File: src/rtl/serial_add_sub_pkg.sv
// Shared types and helpers for the digit-serial adder/subtractor.
package serial_add_sub_pkg;

    typedef enum logic [1:0] {
        IDLE = 2'd0,
        RUN  = 2'd1,
        DONE = 2'd2
    } state_t;

    // Digit counter width; a single-digit datapath still needs a 1-bit counter.
    function automatic int cnt_width(input int n);
        return (n <= 1) ? 1 : $clog2(n);
    endfunction

endpackage

File: src/rtl/serial_add_sub_digit.sv
// One DIGIT-wide add/subtract slice; b is inverted when sign is set.
module add_sub_digit #(
    parameter int DIGIT = 8
) (
    input  logic [DIGIT-1:0] a,
    input  logic [DIGIT-1:0] b,
    input  logic             sign,
    input  logic             cin,
    output logic [DIGIT-1:0] s,
    output logic             cout
);

    logic [DIGIT:0] sum;

    assign sum  = {1'b0, a} + {1'b0, b ^ {DIGIT{sign}}} + {{DIGIT{1'b0}}, cin};
    assign s    = sum[DIGIT-1:0];
    assign cout = sum[DIGIT];

endmodule

File: src/rtl/serial_add_sub.sv
// Digit-serial x+y / x-y with valid/ready handshakes; one DIGIT slice per cycle, LSB first.
module serial_add_sub
    import serial_add_sub_pkg::*;
#(
    parameter int WIDTH = 32,
    parameter int DIGIT = 8
) (
    input  logic             clk,
    input  logic             rst_n,
    input  logic             req_valid,
    output logic             req_ready,
    input  logic [WIDTH-1:0] req_x,
    input  logic [WIDTH-1:0] req_y,
    input  logic             req_sign,
    output logic             rsp_valid,
    input  logic             rsp_ready,
    output logic [WIDTH-1:0] rsp_z,
    output logic             rsp_carry,
    output logic             rsp_ovf
);

    localparam int N  = WIDTH / DIGIT;
    localparam int CW = cnt_width(N);

    state_t           state;
    logic [WIDTH-1:0] x_reg;
    logic [WIDTH-1:0] y_reg;
    logic [WIDTH-1:0] acc;
    logic             sign_reg;
    logic             carry_reg;
    logic [CW-1:0]    cnt;

    int               off;
    logic [DIGIT-1:0] slice_x;
    logic [DIGIT-1:0] slice_y;
    logic [DIGIT-1:0] slice_s;
    logic             slice_cout;
    logic [WIDTH-1:0] acc_next;
    logic             last;
    logic             ovf_next;

    assign req_ready = (state == IDLE);
    assign rsp_valid = (state == DONE);
    assign last      = (cnt == CW'(N - 1));

    always_comb begin
        off      = int'(cnt) * DIGIT;
        slice_x  = x_reg[off +: DIGIT];
        slice_y  = y_reg[off +: DIGIT];
        acc_next = acc;
        acc_next[off +: DIGIT] = slice_s;
        ovf_next = (x_reg[WIDTH-1] == (y_reg[WIDTH-1] ^ sign_reg)) &&
                   (acc_next[WIDTH-1] != x_reg[WIDTH-1]);
    end

    add_sub_digit #(
        .DIGIT (DIGIT)
    ) u_digit (
        .a    (slice_x),
        .b    (slice_y),
        .sign (sign_reg),
        .cin  (carry_reg),
        .s    (slice_s),
        .cout (slice_cout)
    );

    // The result registers only change on the final RUN cycle, so rsp_z holds the previous result meanwhile.
    always_ff @(posedge clk or negedge rst_n) begin
        if (!rst_n) begin
            state     <= IDLE;
            x_reg     <= '0;
            y_reg     <= '0;
            acc       <= '0;
            sign_reg  <= 1'b0;
            carry_reg <= 1'b0;
            cnt       <= '0;
            rsp_z     <= '0;
            rsp_carry <= 1'b0;
            rsp_ovf   <= 1'b0;
        end else begin
            case (state)
                IDLE: begin
                    if (req_valid) begin
                        x_reg     <= req_x;
                        y_reg     <= req_y;
                        sign_reg  <= req_sign;
                        carry_reg <= req_sign;
                        cnt       <= '0;
                        state     <= RUN;
                    end
                end
                RUN: begin
                    acc       <= acc_next;
                    carry_reg <= slice_cout;
                    cnt       <= cnt + CW'(1);
                    if (last) begin
                        rsp_z     <= acc_next;
                        rsp_carry <= slice_cout;
                        rsp_ovf   <= ovf_next;
                        state     <= DONE;
                    end
                end
                DONE: begin
                    if (rsp_ready) begin
                        state <= IDLE;
                    end
                end
                default: state <= IDLE;
            endcase
        end
    end

endmodule

File: config.mk
export PLATFORM = sky130hd
export DESIGN_NAME = serial_add_sub
export DESIGN_NICKNAME = d
export VERILOG_FILES = /design/src/rtl/serial_add_sub_pkg.sv /design/src/rtl/serial_add_sub_digit.sv /design/src/rtl/serial_add_sub.sv
export SDC_FILE = /design/constraint.sdc
export NUM_CORES = 1
export LEC_CHECK = 0
export CORE_AREA = 8 8 145 147
export DETAILED_ROUTE_END_ITERATION = 10
export DIE_AREA = 0 0 153 155
export GPL_TIMING_DRIVEN = 0
export HOLD_SLACK_MARGIN = 0.05
export PLACE_DENSITY = 0.58
export SLEW_MARGIN = 10
export SYNTH_ARGS = -nofsm -noshare
export SYNTH_HDL_FRONTEND = slang
export SYNTH_HIERARCHICAL = 1
export SYNTH_SLANG_ARGS = --single-unit
File: constraint.sdc
create_clock -name clk -period 4.02 [get_ports clk]
set_input_delay 1.005 -clock clk [delete_from_list [all_inputs] [get_ports clk]]
set_output_delay 1.005 -clock clk [all_outputs]
set_load 0.02 [all_outputs]
* Yosys cells after proc, flatten, opt, wreduce, memory -nomap -nowiden
Cells that the tools add are included.
** Storage, ports and cells
- Flip-flop bits (word level) :: 136
- Output and inout port bits :: 36
- Memories :: 0
- Bits of input ports :: 69
- Bits in writable memories :: 0
- Bits in read-only memories :: 0
- Latch bits :: 0
** Operators by class
- Reductions and logical operators :: 7
- Shifts and indexed selects :: 4
- $mul :: 0
- Divide/modulo/power cells :: 0
- Equal/unequal tests :: 8
- Order comparisons :: 0
- Bitwise operators :: 2
- $add $sub $neg :: 4
- Mux-type cells :: 9
** Operators with widths (number)
- $shiftx 32x6->8 :: 2
- $neg 5->33 :: 1
- $shift 8x33->32 const A :: 1
- $shiftx 8x33->32 :: 1
- $bwmux 32 :: 1
- $add 8x8->9 :: 1
- $add 9x1->9 :: 1
- $mux 2 :: 4
- $xor 8x8->8 :: 1
- $pmux 2 s3 :: 1
- $reduce_and 2->1 :: 3
- $eq 2x2->1 const B :: 2
- $ne 2x2->1 const B :: 2
- $pmux 2 s2 :: 1
- $reduce_and 3->1 :: 1
- $add 2x1->2 const B :: 1
- $eq 2x1->1 const B :: 1
- $logic_not 2->1 :: 1
- $ne 2x1->1 const B :: 1
- $pmux 1 s2 :: 1
- $reduce_bool 2->1 :: 1
- $eq 1x1->1 :: 1
- $logic_and 1x1->1 :: 1
- $mux 1 :: 1
- 2 further kinds :: 2

* Longest topological paths before layout
- Depth after elaboration :: 8
- Mapped depth :: 14
- Gate-level depth less buffers :: 11

* By module
Netlist, hierarchy kept.
** By module, submodules not included
- serial_add_sub :: area an instance 5962.0 um2, sequential area each 3403.3 um2, instances 1, cells an instance 456
- add_sub_digit :: area an instance 417.9 um2, sequential area each 0.0 um2, instances 1, cells an instance 53

* Least setup slack after synthesis
OpenSTA, ideal clock, no wires.
- Path kind :: flip-flop to flip-flop
- Start point :: register cnt[0]
- End point :: register rsp_ovf
- Stages on the path, launching flop included :: 14
- Clock period less this slack :: 3.443 ns
- Setup time :: 0.077 ns
- Buffers on the path :: 2
- Arrival time :: 3.366 ns
- Setup slack :: 0.577 ns
- Cell sequence :: dfrtp_1 buf_2 buf_4 mux4_2 xor2_1 ha_1 nor2b_1 o211ai_1 a21boi_1 o22ai_1 xnor2_1 a21oi_2 or3_1 a21oi_1
** Between the ends
- Word-level cells in the longest chain between the ends :: 8
- Elaborated cells on any way between the ends :: 13
- Those cells by class :: add/sub: 3; eq/ne: 2; shift: 4; mux: 1; bitwise: 1; reduce/logical: 2
** RTL lines
- from (decl) :: line serial_add_sub.sv:31 : logic [CW-1:0] cnt;
- from (signal assigned) :: line serial_add_sub.sv:95 : cnt <= cnt + CW'(1);
- $shiftx 32x6->8 :: line serial_add_sub.sv:49 : slice_y = y_reg[off +: DIGIT];
- via slice_y[1] :: line serial_add_sub.sv:35 : logic [DIGIT-1:0] slice_y;
- $xor 8x8->8 :: line serial_add_sub_digit.sv:15 : assign sum = {1'b0, a} + {1'b0, b ^ {DIGIT{sign}}} + {{DIGIT{1'b0}}, cin};
- $add 8x8->9 :: line serial_add_sub_digit.sv:15
- $add 9x1->9 :: line serial_add_sub_digit.sv:15
- via slice_s[7] :: line serial_add_sub.sv:36 : logic [DIGIT-1:0] slice_s;
- $shiftx 8x33->32 :: line serial_add_sub.sv:51 : acc_next[off +: DIGIT] = slice_s;
- $bwmux 32 :: line serial_add_sub.sv:51
- $ne 1x1->1 :: line serial_add_sub.sv:53 : (acc_next[WIDTH-1] != x_reg[WIDTH-1]);
- $logic_and 1x1->1 :: line serial_add_sub.sv:52 : ovf_next = (x_reg[WIDTH-1] == (y_reg[WIDTH-1] ^ sign_reg)) &&
- to (signal assigned) :: line serial_add_sub.sv:99 : rsp_ovf <= ovf_next;
- to (decl) :: line serial_add_sub.sv:19 : output logic rsp_ovf
The timed path passes the listed nets, and every way through them passes these cells.
A chain may end at the register's enable or synchronous reset.

* Worst setup path after layout
Ends and elaborated chain as after synthesis.

==> results.tsv <==
stage	metric	value	unit
timing	post-route setup TNS	0	ns
timing	Hold Fails Final Rpt	0	
critical_path	crit path kind	reg -> reg	
timing	max_slew headroom	45.1	%
timing	fin crit share	94.5	%
routing	DR DRC count	0	
critical_path	Worst Path Required	4.35	ns
timing	fmax	263	MHz
critical_path	Worst path slowest cell	mux4_2	
routing	WL per Instance	18.4	microns
floorplan	Die Footprint	23700	sq um
clock_network	# hold bufs at CTS	0	
grt	largest net degree at the start of global routing	73	
yosys	sequential area share after synthesis	53.3	%
critical_path	R2R cell count	13	
place	port bufs	104	
cells_and_area	Final Non-Filler Cells	885	
status	status	finished, final reports clean	
routing	vias after detailed routing	4387	
timing	Final Max Slew Viols	0	
floorplan	Starting Density	33.7	%
critical_path	Reg2Reg Capture Point	rsp_ovf	
yosys	number of library cell types mapped by synthesis	43	
timing	RSZ-0062 raised after global routing	no	
place	HPWL Detailed	11.9	mm
floorplan	Die Wd	153	microns
cells_and_area	most frequent cells in the layout	136 x dfrtp_1, 103 x clkdlybuf4s50_1, 66 x mux2_2, 41 x nand2_1, 36 x a21oi_1	
critical_path	Crit path max-delay family	compound AO/OA/AOI/OAI gates	
grt	first-pass GRT wire length	26.6	mm
clock_network	CTS tree	built	
timing	Tmin final	3.80	ns
grt	initial antenna violation count	1	
worst_hold_path	min-delay worst type	reg -> reg	
routing	Initial DRC Count	168	
yosys	Yosys reg bits	136	
critical_path	CP max FO	10	
clock_network	H-tree level count	4	
clock_network	clock sinks	136	
yosys	mapped cell area	6380	sq um
critical_path	CP startpoint kind	register	
critical_path	Crit. End Element	register	
clock_network	Clock Pin Slew Worst Setup and Hold Paths	0.06	ns
cells_and_area	commonest non-fill, non-tap cell in the layout	dfrtp_1	
place	DP Cell Count	852	
critical_path	WP buf/inv	2	
floorplan	num rows	51	
timing	Setup violations, final	0	
critical_path	end of the critical path	rsp_ovf	
critical_path	flop-to-flop setup slack	0.22	ns
place	GPL Wtd Cong	0.793	
yosys	Primary FF master, synth	dfrtp_1	
routing	First-pass DRT Iterations	4	
grt	vias in the first global route	4767	
yosys	YS warnings	6	
floorplan	CORE AREA	19000	sq um
yosys	mean post-synth cell area	12.5	sq um
cells_and_area	post-layout net count	718	
floorplan	die height	155	microns
flow_run	Max Cap Viol	0	
yosys	EDFF count, synth	0	
grt	Overflow after GRT	0	
floorplan	I/O pin count	105	
yosys	cells after synthesis	509	
critical_path	critical path arrival	4.13	ns
clock_network	CTS Root Cell	clkbuf_16	
critical_path	crit path from	cnt[0]	
routing	antenna viol nets, final	0	
critical_path	RR Startpoint	cnt[0]	
critical_path	CP Depth	13	
clock_network	cts bufs inserted	17	
routing	post-detailed-routing wire length	16.3	mm
cells_and_area	n_diodes	0	
clock_network	Clock Path Buffers	2	
timing	Least-Margin Pin Slew	0.817	ns
cells_and_area	share of cells above drive strength 1	22.7	%
critical_path	slowest stage delay, CP	0.56	ns
critical_path	crit-path cells	clkbuf_4 -> buf_4 -> mux4_2 -> xor2_1 -> ha_1 -> nor2b_1 -> o211ai_1 -> a21boi_1 -> o22ai_1 -> xnor2_2 -> a21oi_2 -> or3_1 -> a21oi_1	
yosys	Async SR Flop Fraction	100	%
routing	vias per std cell	4.96	
yosys	syn nets	593	
timing	Fin Clk Skew	0.0114	ns
grt	total track usage	14.3	%
clock_network	clock latency on the worst-skew pair	0.41	ns
cells_and_area	P&R area growth vs syn	31.6	%
## worst min-delay path, cell delays in order (launching register included)
cell and delay, ns:
dfrtp_1 0.33, nand2_1 0.04, o21ai_0 0.06
## cell families after synthesis
| group | share of synthesized area (%) |
|---|---|
| flip-flops | 53.3 |
| buffers and inverters | 3.43 |
| AND/OR/NAND/NOR | 8.98 |
| AO/OA/AOI/OAI | 11.8 |
| XOR/XNOR | 1.78 |
| multiplexers | 17.5 |
| adder cells (fa/ha/maj) | 3.18 |
## worst min-delay path by stage
stage	to	depth (start not counted)	start
6_report	acc[31]	2	acc[31]
3_5_place_dp	acc[31]	2	acc[31]
3_3_place_gp	acc[31]	2	acc[31]
5_1_grt	rsp_z[19]	2	rsp_z[19]
4_1_cts	acc[31]	2	acc[31]
2_1_floorplan	acc[31]	2	acc[31]
## area by class of cell
type	count	area, sq um
well taps	238	298
multi-input cells	331	2770
clock inverters	10	141
plain buffers	31	185
flip-flops and latches	136	3400
clock buffers	22	484
fillers	1709	10600
inverters	11	41.3
repair buffers	106	1080
## Yosys cell counts (all sizes together) (2+ instances only)
master / count / share of area [%]
clkbuf: 7 / 0.41
nor3: 3 / 0.31
and2b: 7 / 0.82
buf: 24 / 2.4
nand2: 41 / 2.4
mux2: 66 / 12
a21boi: 2 / 0.29
ha: 13 / 2.5
nor4: 2 / 0.67
or3: 2 / 0.20
mux4: 16 / 5.6
a22o: 32 / 4.4
nand2b: 4 / 0.39
and2: 2 / 0.20
o21a: 3 / 0.35
nor2b: 28 / 2.9
dfrtp: 136 / 53
fa: 2 / 0.63
xor2: 8 / 1.1
xnor2: 5 / 0.69
a21oi: 38 / 3.1
o21ai: 37 / 3.0
inv: 11 / 0.65
nand3b: 2 / 0.24
nor2: 9 / 0.53
## routing by layer
layer	track usage (%)	share of wire, %	vias up
li1	-	-	2068
met1	19.1	47	2155
met2	21.8	46	142
met3	4.41	5.6	20
met4	4.95	1.8	2
met5	0	0.080	-
## through the flow
stage | setup slack, ns | instance area [sq um] | utilization, % | hold WS, ns
after global routing | 0.00195 | 8400 | 44.3 | 0.495
after CTS | 0.124 | 8390 | 44.3 | 0.478
after global placement | -3.40 | 7720 | 40.7 | 0.459
after detailed placement | -0.683 | 7750 | 40.9 | 0.464
final | 0.222 | 8400 | 44.3 | 0.473
after floorplan | 0.577 | 6380 | - | 0.442
## timing repair
action / in CTS / in global routing
buffers inserted: 1 / 0
pin swaps: 1 / 0
endpoints found under the setup margin: 35 / 10
gates resized for setup: 4 / 2
Power is left out: the tool's default activity adds up to more than one toggle a clock period on the data nets, which glitch-free logic cannot reach.
